[src/rtl/uart_frame_seq.sv]
// uart_frame_seq: bit-period sequencer for a UART frame
// (start, 5..MAX_DATA_BITS data bits, optional parity, 1 or 2 stop bits).
// The oversample tick qualifier tick_en advances a sub-bit counter; the
// sequencer walks the frame phases and reports mid-bit and end-of-bit strobes.
//
// Ports:
//   clk            clock, rising edge
//   reset          asynchronous, active-high reset
//   tick_en        oversample tick qualifier (one clk wide)
//   start          request a frame (sampled in IDLE only)
//   abort          terminate the current frame
//   cfg_data_bits  data bits per frame (legal 5..MAX_DATA_BITS)
//   cfg_parity_en  insert one parity bit period
//   cfg_stop2      two stop bits when set
//   busy           phase != IDLE
//   phase          0 IDLE, 1 START, 2 DATA, 3 PARITY, 4 STOP
//   bit_idx        index within the current phase
//   sample_stb     mid-bit strobe (combinational)
//   bit_end        last tick of a bit period (combinational)
//   done           pulse after normal frame completion
//   aborted        pulse when abort ends a frame
//   cfg_err        pulse when start is rejected for an illegal data-bit count
module uart_frame_seq #(
    parameter int unsigned OVERSAMPLE    = 16,
    parameter int unsigned MAX_DATA_BITS = 9
) (
    input  logic       clk,
    input  logic       reset,
    input  logic       tick_en,
    input  logic       start,
    input  logic       abort,
    input  logic [3:0] cfg_data_bits,
    input  logic       cfg_parity_en,
    input  logic       cfg_stop2,
    output logic       busy,
    output logic [2:0] phase,
    output logic [3:0] bit_idx,
    output logic       sample_stb,
    output logic       bit_end,
    output logic       done,
    output logic       aborted,
    output logic       cfg_err
);

    localparam int unsigned SUB_W = (OVERSAMPLE > 1) ? $clog2(OVERSAMPLE) : 1;
    localparam logic [SUB_W-1:0] SUB_MID  = SUB_W'(OVERSAMPLE / 2 - 1);
    localparam logic [SUB_W-1:0] SUB_LAST = SUB_W'(OVERSAMPLE - 1);
    localparam logic [3:0]       MIN_BITS = 4'd5;
    localparam logic [3:0]       MAX_BITS = 4'(MAX_DATA_BITS);

    localparam logic [2:0] PH_IDLE   = 3'd0;
    localparam logic [2:0] PH_START  = 3'd1;
    localparam logic [2:0] PH_DATA   = 3'd2;
    localparam logic [2:0] PH_PARITY = 3'd3;
    localparam logic [2:0] PH_STOP   = 3'd4;

    logic [2:0]       r_phase,    w_phase_nxt;
    logic [SUB_W-1:0] r_sub,      w_sub_nxt;
    logic [3:0]       r_bit_idx,  w_bit_idx_nxt;
    logic [3:0]       r_cfg_bits, w_cfg_bits_nxt;
    logic             r_cfg_par,  w_cfg_par_nxt;
    logic             r_cfg_stop2, w_cfg_stop2_nxt;
    logic             r_done,     w_done_nxt;
    logic             r_aborted,  w_aborted_nxt;
    logic             r_cfg_err,  w_cfg_err_nxt;

    logic w_busy;
    logic w_tick;
    logic w_bit_end;
    logic w_cfg_legal;
    logic w_last_data;

    assign w_busy      = (r_phase != PH_IDLE);
    assign w_tick      = w_busy & tick_en;
    assign w_bit_end   = w_tick & (r_sub == SUB_LAST);
    assign w_cfg_legal = (cfg_data_bits >= MIN_BITS) && (cfg_data_bits <= MAX_BITS);
    assign w_last_data = (r_bit_idx == (r_cfg_bits - 4'd1));

    // State register
    always_ff @(posedge clk or posedge reset) begin
        if (reset) begin
            r_phase     <= PH_IDLE;
            r_sub       <= '0;
            r_bit_idx   <= '0;
            r_cfg_bits  <= '0;
            r_cfg_par   <= 1'b0;
            r_cfg_stop2 <= 1'b0;
            r_done      <= 1'b0;
            r_aborted   <= 1'b0;
            r_cfg_err   <= 1'b0;
        end else begin
            r_phase     <= w_phase_nxt;
            r_sub       <= w_sub_nxt;
            r_bit_idx   <= w_bit_idx_nxt;
            r_cfg_bits  <= w_cfg_bits_nxt;
            r_cfg_par   <= w_cfg_par_nxt;
            r_cfg_stop2 <= w_cfg_stop2_nxt;
            r_done      <= w_done_nxt;
            r_aborted   <= w_aborted_nxt;
            r_cfg_err   <= w_cfg_err_nxt;
        end
    end

    // Next-state and pulse logic
    always_comb begin
        w_phase_nxt     = r_phase;
        w_sub_nxt       = r_sub;
        w_bit_idx_nxt   = r_bit_idx;
        w_cfg_bits_nxt  = r_cfg_bits;
        w_cfg_par_nxt   = r_cfg_par;
        w_cfg_stop2_nxt = r_cfg_stop2;
        w_done_nxt      = 1'b0;
        w_aborted_nxt   = 1'b0;
        w_cfg_err_nxt   = 1'b0;

        if (r_phase == PH_IDLE) begin
            // abort in the same IDLE cycle cancels the request outright
            if (start && !abort) begin
                if (w_cfg_legal) begin
                    w_phase_nxt     = PH_START;
                    w_sub_nxt       = '0;
                    w_bit_idx_nxt   = '0;
                    w_cfg_bits_nxt  = cfg_data_bits;
                    w_cfg_par_nxt   = cfg_parity_en;
                    w_cfg_stop2_nxt = cfg_stop2;
                end else begin
                    w_cfg_err_nxt = 1'b1;
                end
            end
        end else if (abort) begin
            // abort wins over a coincident final bit_end
            w_phase_nxt   = PH_IDLE;
            w_sub_nxt     = '0;
            w_bit_idx_nxt = '0;
            w_aborted_nxt = 1'b1;
        end else if (tick_en) begin
            w_sub_nxt = w_bit_end ? '0 : r_sub + SUB_W'(1);
            if (w_bit_end) begin
                w_bit_idx_nxt = '0;
                case (r_phase)
                    PH_START: w_phase_nxt = PH_DATA;
                    PH_DATA: begin
                        if (!w_last_data) begin
                            w_bit_idx_nxt = r_bit_idx + 4'd1;
                        end else if (r_cfg_par) begin
                            w_phase_nxt = PH_PARITY;
                        end else begin
                            w_phase_nxt = PH_STOP;
                        end
                    end
                    PH_PARITY: w_phase_nxt = PH_STOP;
                    PH_STOP: begin
                        if (r_cfg_stop2 && (r_bit_idx == 4'd0)) begin
                            w_bit_idx_nxt = 4'd1;
                        end else begin
                            w_phase_nxt = PH_IDLE;
                            w_done_nxt  = 1'b1;
                        end
                    end
                    default: w_phase_nxt = PH_IDLE;
                endcase
            end
        end
    end

    assign busy       = w_busy;
    assign phase      = r_phase;
    assign bit_idx    = r_bit_idx;
    assign sample_stb = w_tick & (r_sub == SUB_MID);
    assign bit_end    = w_bit_end;
    assign done       = r_done;
    assign aborted    = r_aborted;
    assign cfg_err    = r_cfg_err;

endmodule

[config.mk]
export PLATFORM = sky130hd
export DESIGN_NAME = uart_frame_seq
export DESIGN_NICKNAME = d
export VERILOG_FILES = /design/src/rtl/uart_frame_seq.sv
export SDC_FILE = /design/constraint.sdc
export NUM_CORES = 1
export LEC_CHECK = 0
export ABC_AREA = 1
export BUFFER_PORTS_ARGS = -buffer_cell sky130_fd_sc_hd__buf_2
export CAP_MARGIN = 20
export CORE_MARGIN = 10
export CORE_UTILIZATION = 54
export DETAILED_ROUTE_END_ITERATION = 6
export HOLD_SLACK_MARGIN = 0.06
export PLACE_DENSITY = 0.85
export SYNTH_ARGS = -nofsm -noshare
export SYNTH_HDL_FRONTEND = slang
export SYNTH_SLANG_ARGS = --single-unit
[constraint.sdc]
create_clock -name clk -period 2 [get_ports clk]
set_clock_uncertainty 0.05 [all_clocks]
set_input_delay 0.1 -clock clk [delete_from_list [all_inputs] [get_ports clk]]
set_output_delay 0.1 -clock clk [all_outputs]
set_load 0.01 [all_outputs]
==> results of run 1 <==
==> how the worst min path moves through the flow <==
stage / to / slack [ps]
2_1_floorplan: aborted$_DFF_PP0_ / 10
3_3_place_gp: done$_DFF_PP0_ / 220
3_5_place_dp: r_sub[2]$_DFFE_PP0P_ / 230
4_1_cts: r_cfg_bits[1]$_DFFE_PP0P_ / 80
5_1_grt: r_cfg_bits[1]$_DFFE_PP0P_ / 90
6_report: r_cfg_bits[1]$_DFFE_PP0P_ / 70
==> power by group through the flow <==
stage | sequential [mW] | clock (mW) | combinational [mW]
3_3_place_gp | 0.623 | 0 | 0.956
2_1_floorplan | 0.625 | 0 | 0.778
6_report | 0.629 | 0.340 | 1.02
3_5_place_dp | 0.636 | 0 | 1.00
4_1_cts | 0.629 | 0.341 | 1.02
5_1_grt | 0.646 | 0.356 | 1.14
==> cells by family after synthesis <==
group | count (synthesis) | share of synthesized area (%)
DFF | 20 | 38.7
muxes | 1 | 0.774
AOI/OAI and AO/OA | 13 | 6.58
xor gates and xnor gates | 2 | 1.35
buffers and inverters | 23 | 7.06
and+or+nand+nor | 99 | 41.7
adders and majority gates | 4 | 3.87
==> tightest hold or removal path: cells and delay by family <==
| kind | cells | cell delay, ps |
|---|---|---|
| AO/OA/AOI/OAI | 1 | 100 |
| buffers and inverters | 2 | 180 |
==> layout by cell type, fill, tap and decap left out, types with 3 or more instances in the layout <==
cell type and count:
sky130_fd_sc_hd__nand2_1 54, sky130_fd_sc_hd__dfrtp_1 20, sky130_fd_sc_hd__o21ai_0 4, sky130_fd_sc_hd__dlygate4sd3_1 6, sky130_fd_sc_hd__nand2_2 3, sky130_fd_sc_hd__nor2_1 9, sky130_fd_sc_hd__clkbuf_4 3, sky130_fd_sc_hd__ha_1 4
sky130_fd_sc_hd__nor2_4 3, sky130_fd_sc_hd__buf_2 23, sky130_fd_sc_hd__nand3_1 11, sky130_fd_sc_hd__inv_1 20, sky130_fd_sc_hd__nor3_1 3, sky130_fd_sc_hd__nand4_1 3
==> layout make-up <==
| type | instances | area (sq um) |
|---|---|---|
| multi-input cells | 119 | 702 |
| repair buffers | 29 | 175 |
| clock inverters | 1 | 30.0 |
| inverters | 23 | 91.3 |
| fillers | 197 | 698 |
| clock buffers | 3 | 22.5 |
| well taps | 28 | 35.0 |
| flip-flops and latches | 20 | 500 |
==> layer usage <==
layer	share of wire [%]	track usage [%]
met1	40	14.5
met3	7.0	2.74
met2	51	27.3
met4	2.4	5.42
met5	0	0
==> state kept, by name (all words and copies together), names as in the netlist <==
name,flops
aborted,1
r_cfg_bits,4
cfg_err,1
bit_idx,4
done,1
r_cfg_stop2,1
r_sub,4
phase,3
r_cfg_par,1
==> timing repair <==
action | in CTS | in global routing
hold buffers | 6 | 0
hold endpoints to repair | 26 | 0
endpoints found under the setup margin | 0 | 0
==> parameters.txt, run 1 <==
Parameter                              Value

Worst setup path
  Reg2reg path depth    12
  RR Endpoint    phase[0]$_DFFE_PP0P_
  Arrival @ worst endpoint    1940 ps
  Critical Path, Cell by Cell    inv_1, ha_1, inv_1, nand2_1, nand2_1, nand2_1, nor2_1, nand2_1, nand2_2, nand3_4, nand2_1, nand2_1
  Critical-path top delay cell    sky130_fd_sc_hd__dfrtp_1
  Launching instance or port of the critical path    r_cfg_bits[0]$_DFFE_PP0P_
  Category of the most critical setup path    reg2reg
  Cell seen most often among critical-path stages    sky130_fd_sc_hd__nand2_1
  CP Capture Point    phase[0]$_DFFE_PP0P_
  Type of element capturing the critical path    flop
  Number of buffers and inverters on the critical path    2
  Cell family with the largest share of critical-path delay    simple AND/OR/NAND/NOR gates
  Max Fanout on Critical Path    5
  Critical Path Max Stage Delay    around 400 ps
  CP Launch Type    flop
  Critical path depth    12
  Reg2reg start    r_cfg_bits[0]$_DFFE_PP0P_
  Flop-to-flop setup slack    roughly 220 ps
  Data required time of the critical path    2150 ps

Global routing
  Number of global-route vias before repair    1188
  Global-route wire length before repair    5150 um
  GRT Resource Usage Total    14.2%
  Maximum number of pins on one net before global-route repair    21
  Global route overflow    0
  Number of antenna violations at the first check in global routing    0

Power
  Net switching power of the design    0.899 mW
  Relative contribution of combinational cells to total power    51.4%
  Share of total power in the clock network    ~17%
  Static Leak    0.837 nW
  Sequential Power Share    about a third
  Maximum resistive drop on vdd    about 0.94 mV
  Power after layout    1.99 mW
  Switching part of the total    ~45%
  Internal power of the cells    1.09 mW
  PD cells    1280 nW/um^2

Final layout
  Layout cell share with drive strength beyond 1    25.1%
  Final net count    211
  Post-route insts no fill    223
  P&R area growth vs syn    20.3%
  Inserted Diodes    0
  Core occupancy in the finished layout    between 60 and 70%
  Cell area after layout    1560 sq um

STA
  Worst max-slew margin expressed relative to the limit    just under 50%
  Setup repair after global routing missed its margin    false
  Total setup violations reported at the end of the flow    0
  Top achievable clock speed    roughly 0.56 GHz
  Hold violation count in the final report    0
  Time the worst path needs with I/O delays and setup    between 1500 and 2000 ps
  Worst-Margin Slew    768 ps
  Worst setup slack after layout    217 ps
  Worst hold-check slack    71.1 ps
  Period utilization    89.1%
  Setup TNS    0 ps
  Max-slew violation count    0

Placement
  Gp weighted congestion    0.818
  Count of placed standard cells including taps    between 200 and 250
  Estimated wirelength of the detail-placed design    2400 um
  Place WS    329 ps
  Number of port buffers    23
  Placed Area    around 1400 sq um

Clock tree
  Bufs on Longest Clock Path    2
  Number of H-tree levels    1
  Clock latency at the later pin of the worst-skew pair    310 ps
  Clock root buffer master    sky130_fd_sc_hd__clkbuf_4
  Postcts setup bufs    0
  CTS-repair resized insts    0
  Sink count of the clock tree    20
  Clock slew at the register clock pins of the worst setup and hold paths    approximately 130 ps
  Clock tree from TritonCTS    built
  Clock buffer count from CTS    3

Synthesis
  Cells taking the most area after synthesis    sky130_fd_sc_hd__dfrtp_1, sky130_fd_sc_hd__nand2_1, sky130_fd_sc_hd__inv_1
  Predominant post-synthesis flop cell    sky130_fd_sc_hd__dfrtp_1
  Fraction of the yosys area taken by sequential cells    38.7%
  Library cells used by synthesis    30
  Flip-flop and latch count after synthesis    20
  Mapped Cells    162
  Async set-reset flop share out of synthesis    100%
  Mean Syn Cell Area    7.99 sq um
  Combined area of all synthesized cells    1290 sq um
  Number of enable-type register cells in the synthesized netlist    0
  List of most frequent post-synthesis cells    sky130_fd_sc_hd__nand2_1, sky130_fd_sc_hd__dfrtp_1, sky130_fd_sc_hd__inv_1
  Synthesized Nets    177
  Number of warnings reported in the yosys synthesis log    0
  Top cell type by total area after synthesis    sky130_fd_sc_hd__dfrtp_1
  Fraction of synthesized cell area taken by the top area cell type    between 30 and 40%
  Most used standard cell by instance count after synthesis    sky130_fd_sc_hd__nand2_1

Detailed routing
  Number of design rule violations left after detail routing    0
  Overall via count from detail_route    1179
  Via/cell ratio    5.29
  Final ANT Viol Nets    0
  Avg WL per Cell    13.9 um
  Initial drt markers    57
  Detailed-router iteration count before antenna repair    4
  Total routed wirelength    between 3000 and 4000 um

Run status
  Outcome    finished clean

Hold path
  Hold/Removal Path Class    in2reg
  Number of cells on the worst hold path    3
  Hold path start    cfg_data_bits[1]

Floorplan
  I/O pin count    24
  Horizontal die dimension    68.9 um
  Number of cell rows    17
  Initial cell density of the core    57.4%
  Chip Height    68.9 um
  Die ar.    4750 sq um
  Core Box Area    2250 sq um

Run
  Number of maximum-capacitance constraint violations    0
Power figures use the tool's default switching activity.
==> inputs of run 2 (changes only) <==
--- a/config.mk
+++ b/config.mk
@@ -5,11 +5,9 @@
 export SDC_FILE = /design/constraint.sdc
 export NUM_CORES = 1
 export LEC_CHECK = 0
-export ABC_AREA = 1
 export BUFFER_PORTS_ARGS = -buffer_cell sky130_fd_sc_hd__buf_2
-export CAP_MARGIN = 20
 export CORE_MARGIN = 10
-export CORE_UTILIZATION = 54
+export CORE_UTILIZATION = 53
 export DETAILED_ROUTE_END_ITERATION = 6
 export HOLD_SLACK_MARGIN = 0.06
 export PLACE_DENSITY = 0.85
==> run 2 against run 1 <==
Effect of this change: area after synthesis is 10% lower; clock-buffer cell count stayed put; die area is 6.0% lower; first-iteration DRC count is 35% lower; flip-flop and latch count stayed put; setup slack worse by 140 ps; register-to-register slack worse by 140 ps; via count is 12% lower; power is 25% lower; critical endpoint is now bit_idx[3]$_DFFE_PP0P_; largest cell class unchanged; largest power group unchanged.
==> parameters.txt, run 2 <==
Parameter                              Value

Run status
  Outcome    finished clean (unchanged)

Power
  Share of total power in the clock network    12.9% (was 17.1%)
  Switching part of the total    38.4% (was 45.1%)
  Static Leak    0.718 nW (was 0.837 nW)
  Net switching power of the design    0.570 mW (was 0.899 mW)
  PD cells    981 nW/um^2 (was 1280 nW/um^2)
  Relative contribution of combinational cells to total power    47.6% (was 51.4%)
  Internal power of the cells    0.916 mW (was 1.09 mW)
  Maximum resistive drop on vdd    0.553 mV (was 0.939 mV)
  Sequential Power Share    39.5% (was 31.6%)

Clock tree
  Clock slew at the register clock pins of the worst setup and hold paths    100 ps (was 130 ps)
  Clock tree from TritonCTS    built (unchanged)
  Sink count of the clock tree    20 (unchanged)
  Number of H-tree levels    1 (unchanged)
  Clock root buffer master    sky130_fd_sc_hd__clkbuf_4 (unchanged)
  Clock buffer count from CTS    3 (unchanged)
  Bufs on Longest Clock Path    2 (unchanged)
  Clock latency at the later pin of the worst-skew pair    310 ps (about the same)

Synthesis
  Flip-flop and latch count after synthesis    20 (unchanged)
  Combined area of all synthesized cells    1160 sq um (was 1290 sq um)
  Number of enable-type register cells in the synthesized netlist    0 (unchanged)
  Synthesized Nets    125 (was 177)
  Cells taking the most area after synthesis    sky130_fd_sc_hd__dfrtp_1, sky130_fd_sc_hd__ha_1, sky130_fd_sc_hd__o31ai_1 (was sky130_fd_sc_hd__dfrtp_1, sky130_fd_sc_hd__nand2_1, sky130_fd_sc_hd__inv_1)
  Fraction of synthesized cell area taken by the top area cell type    43.0% (was 38.7%)
  Mean Syn Cell Area    10.6 sq um (was 7.99 sq um)
  Top cell type by total area after synthesis    sky130_fd_sc_hd__dfrtp_1 (unchanged)
  Library cells used by synthesis    41 (was 30)
  Most used standard cell by instance count after synthesis    sky130_fd_sc_hd__dfrtp_1 (was sky130_fd_sc_hd__nand2_1)
  List of most frequent post-synthesis cells    sky130_fd_sc_hd__dfrtp_1, sky130_fd_sc_hd__inv_1, sky130_fd_sc_hd__nand2_1 (was sky130_fd_sc_hd__nand2_1, sky130_fd_sc_hd__dfrtp_1, sky130_fd_sc_hd__inv_1)
  Fraction of the yosys area taken by sequential cells    43.0% (was 38.7%)
  Mapped Cells    110 (was 162)
  Number of warnings reported in the yosys synthesis log    0 (unchanged)
  Predominant post-synthesis flop cell    sky130_fd_sc_hd__dfrtp_1 (unchanged)
  Async set-reset flop share out of synthesis    100% (unchanged)

Worst setup path
  Category of the most critical setup path    reg2reg (unchanged)
  Data required time of the critical path    2150 ps (about the same)
  CP Launch Type    flop (unchanged)
  Reg2reg start    r_sub[0]$_DFFE_PP0P_ (was r_cfg_bits[0]$_DFFE_PP0P_)
  Reg2reg path depth    7 (was 12)
  Flop-to-flop setup slack    80 ps (was 220 ps)
  Max Fanout on Critical Path    7 (was 5)
  Type of element capturing the critical path    flop (unchanged)
  Arrival @ worst endpoint    2080 ps (was 1940 ps)
  RR Endpoint    bit_idx[3]$_DFFE_PP0P_ (was phase[0]$_DFFE_PP0P_)

Floorplan
  Die ar.    4470 sq um (was 4750 sq um)
  Number of cell rows    16 (was 17)
  Initial cell density of the core    57.5% (was 57.4%)
  Core Box Area    2020 sq um (was 2250 sq um)
  I/O pin count    24 (unchanged)
  Horizontal die dimension    66.9 um (was 68.9 um)
  Chip Height    66.9 um (was 68.9 um)

Final layout
  Highest-count cells in the layout ignoring fill and taps    sky130_fd_sc_hd__buf_2, sky130_fd_sc_hd__dfrtp_1, sky130_fd_sc_hd__buf_4 (was sky130_fd_sc_hd__nand2_1, sky130_fd_sc_hd__buf_2, sky130_fd_sc_hd__inv_1, sky130_fd_sc_hd__dfrtp_1, sky130_fd_sc_hd__nand3_1)
  Most frequent standard cell in the layout excluding fill and tap cells    sky130_fd_sc_hd__buf_2 (was sky130_fd_sc_hd__nand2_1)
  P&R area growth vs syn    30.2% (was 20.3%)
  Final net count    171 (was 211)
  Filler Cell Count    130 (was 197)
  Inserted Diodes    0 (unchanged)
  Layout cell share with drive strength beyond 1    37.7% (was 25.1%)
  Cell area after layout    1520 sq um (was 1560 sq um)

Placement
  Gp weighted congestion    0.840 (was 0.818)
  Estimated wirelength of the detail-placed design    2200 um (was 2400 um)
  Placed Area    1370 sq um (was 1440 sq um)
  Number of port buffers    23 (unchanged)
  Place WS    10.2 ps (was 329 ps)

Detailed routing
  Initial drt markers    37 (was 57)
  Total routed wirelength    2930 um (was 3100 um)
  Overall via count from detail_route    1043 (was 1179)
  Number of design rule violations left after detail routing    0 (unchanged)
  Avg WL per Cell    16.2 um (was 13.9 um)
  Detailed-router iteration count before antenna repair    4 (unchanged)
  Via/cell ratio    5.76 (was 5.29)
  Final ANT Viol Nets    0 (unchanged)

STA
  Top achievable clock speed    0.520 GHz (was 0.561 GHz)
  Time the worst path needs with I/O delays and setup    1920 ps (was 1780 ps)
  Worst setup slack after layout    75.8 ps (was 217 ps)
  Period utilization    96.2% (was 89.1%)
  Setup repair after global routing missed its margin    true (was false)
  Worst max-slew margin expressed relative to the limit    50.6% (was 48.8%)
  Total setup violations reported at the end of the flow    0 (unchanged)
  Max-slew violation count    0 (unchanged)
  Worst-Margin Slew    740 ps (was 768 ps)
  Hold violation count in the final report    0 (unchanged)

Hold path
  Number of cells on the worst hold path    2 (was 3)
  End point of the worst hold path    aborted$_DFF_PP0_ (was r_cfg_bits[1]$_DFFE_PP0P_)
  Hold/Removal Path Class    in2reg (unchanged)
  Hold path start    abort (was cfg_data_bits[1])

Global routing
  Number of global-route vias before repair    1019 (was 1188)
  Global-route wire length before repair    4860 um (was 5150 um)
  GRT Resource Usage Total    13.8% (was 14.2%)
  Maximum number of pins on one net before global-route repair    21 (unchanged)
  Global route overflow    0 (unchanged)
  Number of antenna violations at the first check in global routing    0 (unchanged)

Run
  Number of maximum-capacitance constraint violations    0 (unchanged)
-- run 2: changes by cell type after synthesis, moves of 3 or more --
cell	delta
sky130_fd_sc_hd__inv_1	-11
sky130_fd_sc_hd__nor2_1	-5
sky130_fd_sc_hd__nand2b_1	+4
sky130_fd_sc_hd__nand3_1	-10
sky130_fd_sc_hd__o31ai_1	+5
sky130_fd_sc_hd__nor2b_1	+3
sky130_fd_sc_hd__xnor2_1	+5
sky130_fd_sc_hd__nand2_1	-46
sky130_fd_sc_hd__nor2_4	-3
sky130_fd_sc_hd__mux2_2	+3
-- run 2: what timing repair did --
item	CTS	global route
hold buffers	7	0
endpoints found under the hold margin	28	0
setup endpoints to repair	3	5
cloned	0	0
pin swaps	2	5
setup buffers	1	3
resized for setup	1	6
-- run 2: routing by layer --
metal	wire length [um]	vias up	GRT usage, %
li1	-	489	-
met1	1220	489	15.5
met2	1360	56	23.0
met3	282	9	5.18
met4	68	0	5.90
met5	0	-	0
-- run 2: kinds of logic after synthesis --
family	after synthesis	share of synthesized area (%)
simple gates	40	21.1
compound gates	23	17.3
flops	20	43.0
buf+inv	11	3.65
xor+xnor	6	5.16
mux	6	5.48
fa+ha+maj	4	4.30
-- run 2: power by group through the flow --
stage | clock [mW] | combinational [mW] | sequential (mW)
global route | 0.211 | 0.776 | 0.600
CTS | 0.191 | 0.609 | 0.589
global placement | 0 | 0.567 | 0.583
detailed placement | 0 | 0.590 | 0.593
finish | 0.192 | 0.707 | 0.587
floorplan | 0 | 0.419 | 0.589
-- run 2: worst max-delay path: stages (launching register included) --
cell and delay [ps]:
sky130_fd_sc_hd__dfrtp_1 410, sky130_fd_sc_hd__ha_1 230, sky130_fd_sc_hd__and4_1 230, sky130_fd_sc_hd__nand2_2 130, sky130_fd_sc_hd__inv_2 90, sky130_fd_sc_hd__a211oi_4 330
sky130_fd_sc_hd__nor4_1 110, sky130_fd_sc_hd__a211o_1 240
-- run 2: how the worst max path moves through the flow --
stage	startpoint	to	slack, ps	cells after the start
after floorplan	r_cfg_bits[0]$_DFFE_PP0P_	bit_idx[3]$_DFFE_PP0P_	150	6
after global placement	phase[2]$_DFFE_PP0P_	bit_idx[3]$_DFFE_PP0P_	50	7
after detailed placement	r_cfg_bits[0]$_DFFE_PP0P_	bit_idx[2]$_DFFE_PP0P_	10	6
after CTS	r_sub[0]$_DFFE_PP0P_	bit_idx[3]$_DFFE_PP0P_	0.6	7
after global routing	r_sub[0]$_DFFE_PP0P_	bit_idx[3]$_DFFE_PP0P_	-10	7
final	r_sub[0]$_DFFE_PP0P_	bit_idx[3]$_DFFE_PP0P_	80	7
-- run 2: stage by stage --
| stage | power (mW) | utilization (%) | setup TNS, ps | cells | hold WS (ps) |
|---|---|---|---|---|---|
| floorplan | 1.01 | - | 0 | 110 | 13.8 |
| global placement | 1.15 | 67.6 | 0 | 167 | 211 |
| detailed placement | 1.18 | 67.6 | 0 | 167 | 223 |
| CTS | 1.39 | 72.9 | 0 | 178 | 79.4 |
| global route | 1.59 | 74.9 | -13.1 | 181 | 74.1 |
| finish | 1.49 | 74.9 | 0 | 181 | 79.1 |
-- run 2: final cells by class --
class                           count  area [sq um]  share of cell area [%]
Multi-Input combinational cell     79           644                    42.5
Sequential cell                    20           502                    33.1
Timing Repair Buffer               42           275                    18.2
Inverter                           10          37.5                    2.48
Tap cell                           27          33.8                    2.23
Clock buffer                        3          22.5                    1.49
==> inputs of run 3 (changes only) <==
--- a/config.mk
+++ b/config.mk
@@ -10,7 +10,7 @@
 export CORE_UTILIZATION = 53
 export DETAILED_ROUTE_END_ITERATION = 6
 export HOLD_SLACK_MARGIN = 0.06
-export PLACE_DENSITY = 0.85
+export PLACE_DENSITY = 0.79
 export SYNTH_ARGS = -nofsm -noshare
 export SYNTH_HDL_FRONTEND = slang
 export SYNTH_SLANG_ARGS = --single-unit
==> constraint.sdc (replaced) <==
create_clock -name clk -period 2 [get_ports clk]
set_clock_uncertainty 0.05 [all_clocks]
set_input_delay 0.2 -clock clk [delete_from_list [all_inputs] [get_ports clk]]
set_output_delay 0.2 -clock clk [all_outputs]
set_load 0.01 [all_outputs]
==> run 3 against run 2 <==
Effect of this change: the run now ends with setup timing left; sequential share of layout area is 0.62 points lower; utilization is 1.2 points higher; worst hold slack better by 7.0 ps; highest routed layer unchanged.
==> parameters.txt, run 3 (synthesis gave the netlist of run 2 again) <==
Parameter                              Value

Floorplan
  I/O pin count    24 (unchanged)
  Chip Height    66.9 um (unchanged)
  Die ar.    4470 sq um (unchanged)
  Number of cell rows    16 (unchanged)
  Core Box Area    2020 sq um (unchanged)
  Initial cell density of the core    57.5% (unchanged)
  Horizontal die dimension    66.9 um (unchanged)

Worst setup path
  CP Launch Type    flop (unchanged)
  Max Fanout on Critical Path    4 (was 7)
  Category of the most critical setup path    reg2reg (unchanged)
  Type of element capturing the critical path    flop (unchanged)
  Arrival @ worst endpoint    2150 ps (was 2080 ps)
  Data required time of the critical path    2150 ps (about the same)

Final layout
  Inserted Diodes    0 (unchanged)
  Most frequent standard cell in the layout excluding fill and tap cells    sky130_fd_sc_hd__buf_2 (unchanged)
  Layout cell share with drive strength beyond 1    42.9% (was 37.7%)
  Highest-count cells in the layout ignoring fill and taps    sky130_fd_sc_hd__buf_2, sky130_fd_sc_hd__dfrtp_1, sky130_fd_sc_hd__buf_4 (unchanged)
  Core occupancy in the finished layout    76.2% (was 74.9%)
  P&R area growth vs syn    32.4% (was 30.2%)
  Final net count    172 (was 171)

Detailed routing
  Via/cell ratio    5.54 (was 5.76)
  Overall via count from detail_route    1014 (was 1043)
  Avg WL per Cell    17.0 um (was 16.2 um)
  Detailed-router iteration count before antenna repair    4 (unchanged)
  Total routed wirelength    3120 um (was 2930 um)
  Final ANT Viol Nets    0 (unchanged)
  Initial drt markers    65 (was 37)
  Number of design rule violations left after detail routing    0 (unchanged)

Power
  Share of total power in the clock network    14.3% (was 12.9%)
  Sequential Power Share    35.8% (was 39.5%)
  Switching part of the total    37.4% (was 38.4%)
  Maximum resistive drop on vdd    0.733 mV (was 0.553 mV)
  Net switching power of the design    0.618 mW (was 0.570 mW)
  PD cells    1070 nW/um^2 (was 981 nW/um^2)
  Relative contribution of combinational cells to total power    49.9% (was 47.6%)
  Internal power of the cells    1.03 mW (was 0.916 mW)
  Static Leak    0.736 nW (was 0.718 nW)

Clock tree
  Clock root buffer master    sky130_fd_sc_hd__clkbuf_4 (unchanged)
  Clock latency at the later pin of the worst-skew pair    300 ps (was 310 ps)
  Sink count of the clock tree    20 (unchanged)
  Number of H-tree levels    1 (unchanged)
  Clock slew at the register clock pins of the worst setup and hold paths    120 ps (was 100 ps)
  Bufs on Longest Clock Path    2 (unchanged)
  Clock tree from TritonCTS    built (unchanged)
  Clock buffer count from CTS    3 (unchanged)

STA
  Worst max-slew margin expressed relative to the limit    50.2% (was 50.6%)
  Setup repair after global routing missed its margin    true (unchanged)
  Max-slew violation count    0 (unchanged)
  Worst-Margin Slew    746 ps (was 740 ps)
  Worst setup slack after layout    -4.31 ps (was 75.8 ps)
  Period utilization    100% (was 96.2%)
  Top achievable clock speed    0.499 GHz (was 0.520 GHz)
  Worst hold-check slack    86.1 ps (was 79.1 ps)
  Time the worst path needs with I/O delays and setup    2000 ps (was 1920 ps)
  Total setup violations reported at the end of the flow    1 (was 0)
  Hold violation count in the final report    0 (unchanged)

Global routing
  Global route overflow    0 (unchanged)
  Maximum number of pins on one net before global-route repair    21 (unchanged)
  Number of antenna violations at the first check in global routing    0 (unchanged)
  GRT Resource Usage Total    13.1% (was 13.8%)
  Number of global-route vias before repair    1054 (was 1019)
  Global-route wire length before repair    4700 um (was 4860 um)

Placement
  Gp weighted congestion    0.894 (was 0.840)
  Estimated wirelength of the detail-placed design    2150 um (was 2200 um)
  Number of port buffers    23 (unchanged)

Run status
  Outcome    finished, violations left (was finished clean)
  Violations in the final reports    setup timing

Run
  Number of maximum-capacitance constraint violations    0 (unchanged)

Hold path
  Hold/Removal Path Class    in2reg (unchanged)
-- run 3: power groups by stage --
stage	Clock (mW)	Combinational, mW	Sequential (mW)
floorplan	0	0.419	0.589
finish	0.236	0.823	0.592
global placement	0	0.574	0.581
global route	0.254	0.899	0.603
detailed placement	0	0.587	0.590
CTS	0.240	0.593	0.581
-- run 3: final cells by class --
cell class	count	area, sq um
Sequential cell	20	500
Clock buffer	4	36.3
Fill cell	138	482
Multi-Input combinational cell	79	662
Timing Repair Buffer	43	268
Inverter	10	40.0
Tap cell	27	33.8
-- run 3: metrics by stage --
stage                     power, mW  cell area (sq um)  instances  TNS, ps  worst slack [ps]
after detailed placement       1.18               1380        169        0              57.2
after global routing           1.76               1540        183     -168             -68.1
final                          1.65               1540        183    -4.31             -4.31
after global placement         1.15               1380        169        0              46.0
after floorplan                1.01               1160        110        0               147
after CTS                      1.42               1430        174        0              27.3
-- run 3: layer usage --
| metal | routed length, um | GRT usage (%) |
|---|---|---|
| met5 | 0 | 0 |
| met3 | 137 | 3.18 |
| met1 | 1340 | 15.3 |
| met4 | 14 | 5.38 |
| met2 | 1630 | 22.3 |
-- run 3: critical path: stages (launching register included) --
cell	delay [ps]
sky130_fd_sc_hd__dfrtp_1	410
sky130_fd_sc_hd__inv_2	70
sky130_fd_sc_hd__ha_4	180
sky130_fd_sc_hd__xnor2_4	130
sky130_fd_sc_hd__xnor2_2	160
sky130_fd_sc_hd__o41ai_4	390
sky130_fd_sc_hd__buf_4	190
sky130_fd_sc_hd__nor2_2	40
sky130_fd_sc_hd__a221o_1	290
-- run 3: timing repair --
action	4_1_cts	5_1_grt
hold buffers	1	0
buffers inserted	0	9
setup endpoints to repair	0	5
hold endpoints to repair	20	0
gates resized for setup	0	10
-- run 3: path summary, 6_finish.rpt --
check,cells past startpoint,slack (ps),endpoint,start
hold / removal,2,90,r_cfg_stop2$_DFFE_PP0P_,cfg_stop2
max in group asynchronous,3,870,r_cfg_par$_DFFE_PP0P_,reset
hold reg to reg,1,490,r_sub[3]$_DFFE_PP0P_,r_sub[3]$_DFFE_PP0P_
min in group asynchronous,3,560,r_cfg_stop2$_DFFE_PP0P_,reset
setup / recovery,8,-4,bit_idx[2]$_DFFE_PP0P_,r_cfg_bits[0]$_DFFE_PP0P_
setup reg to reg,8,-4,bit_idx[2]$_DFFE_PP0P_,r_cfg_bits[0]$_DFFE_PP0P_
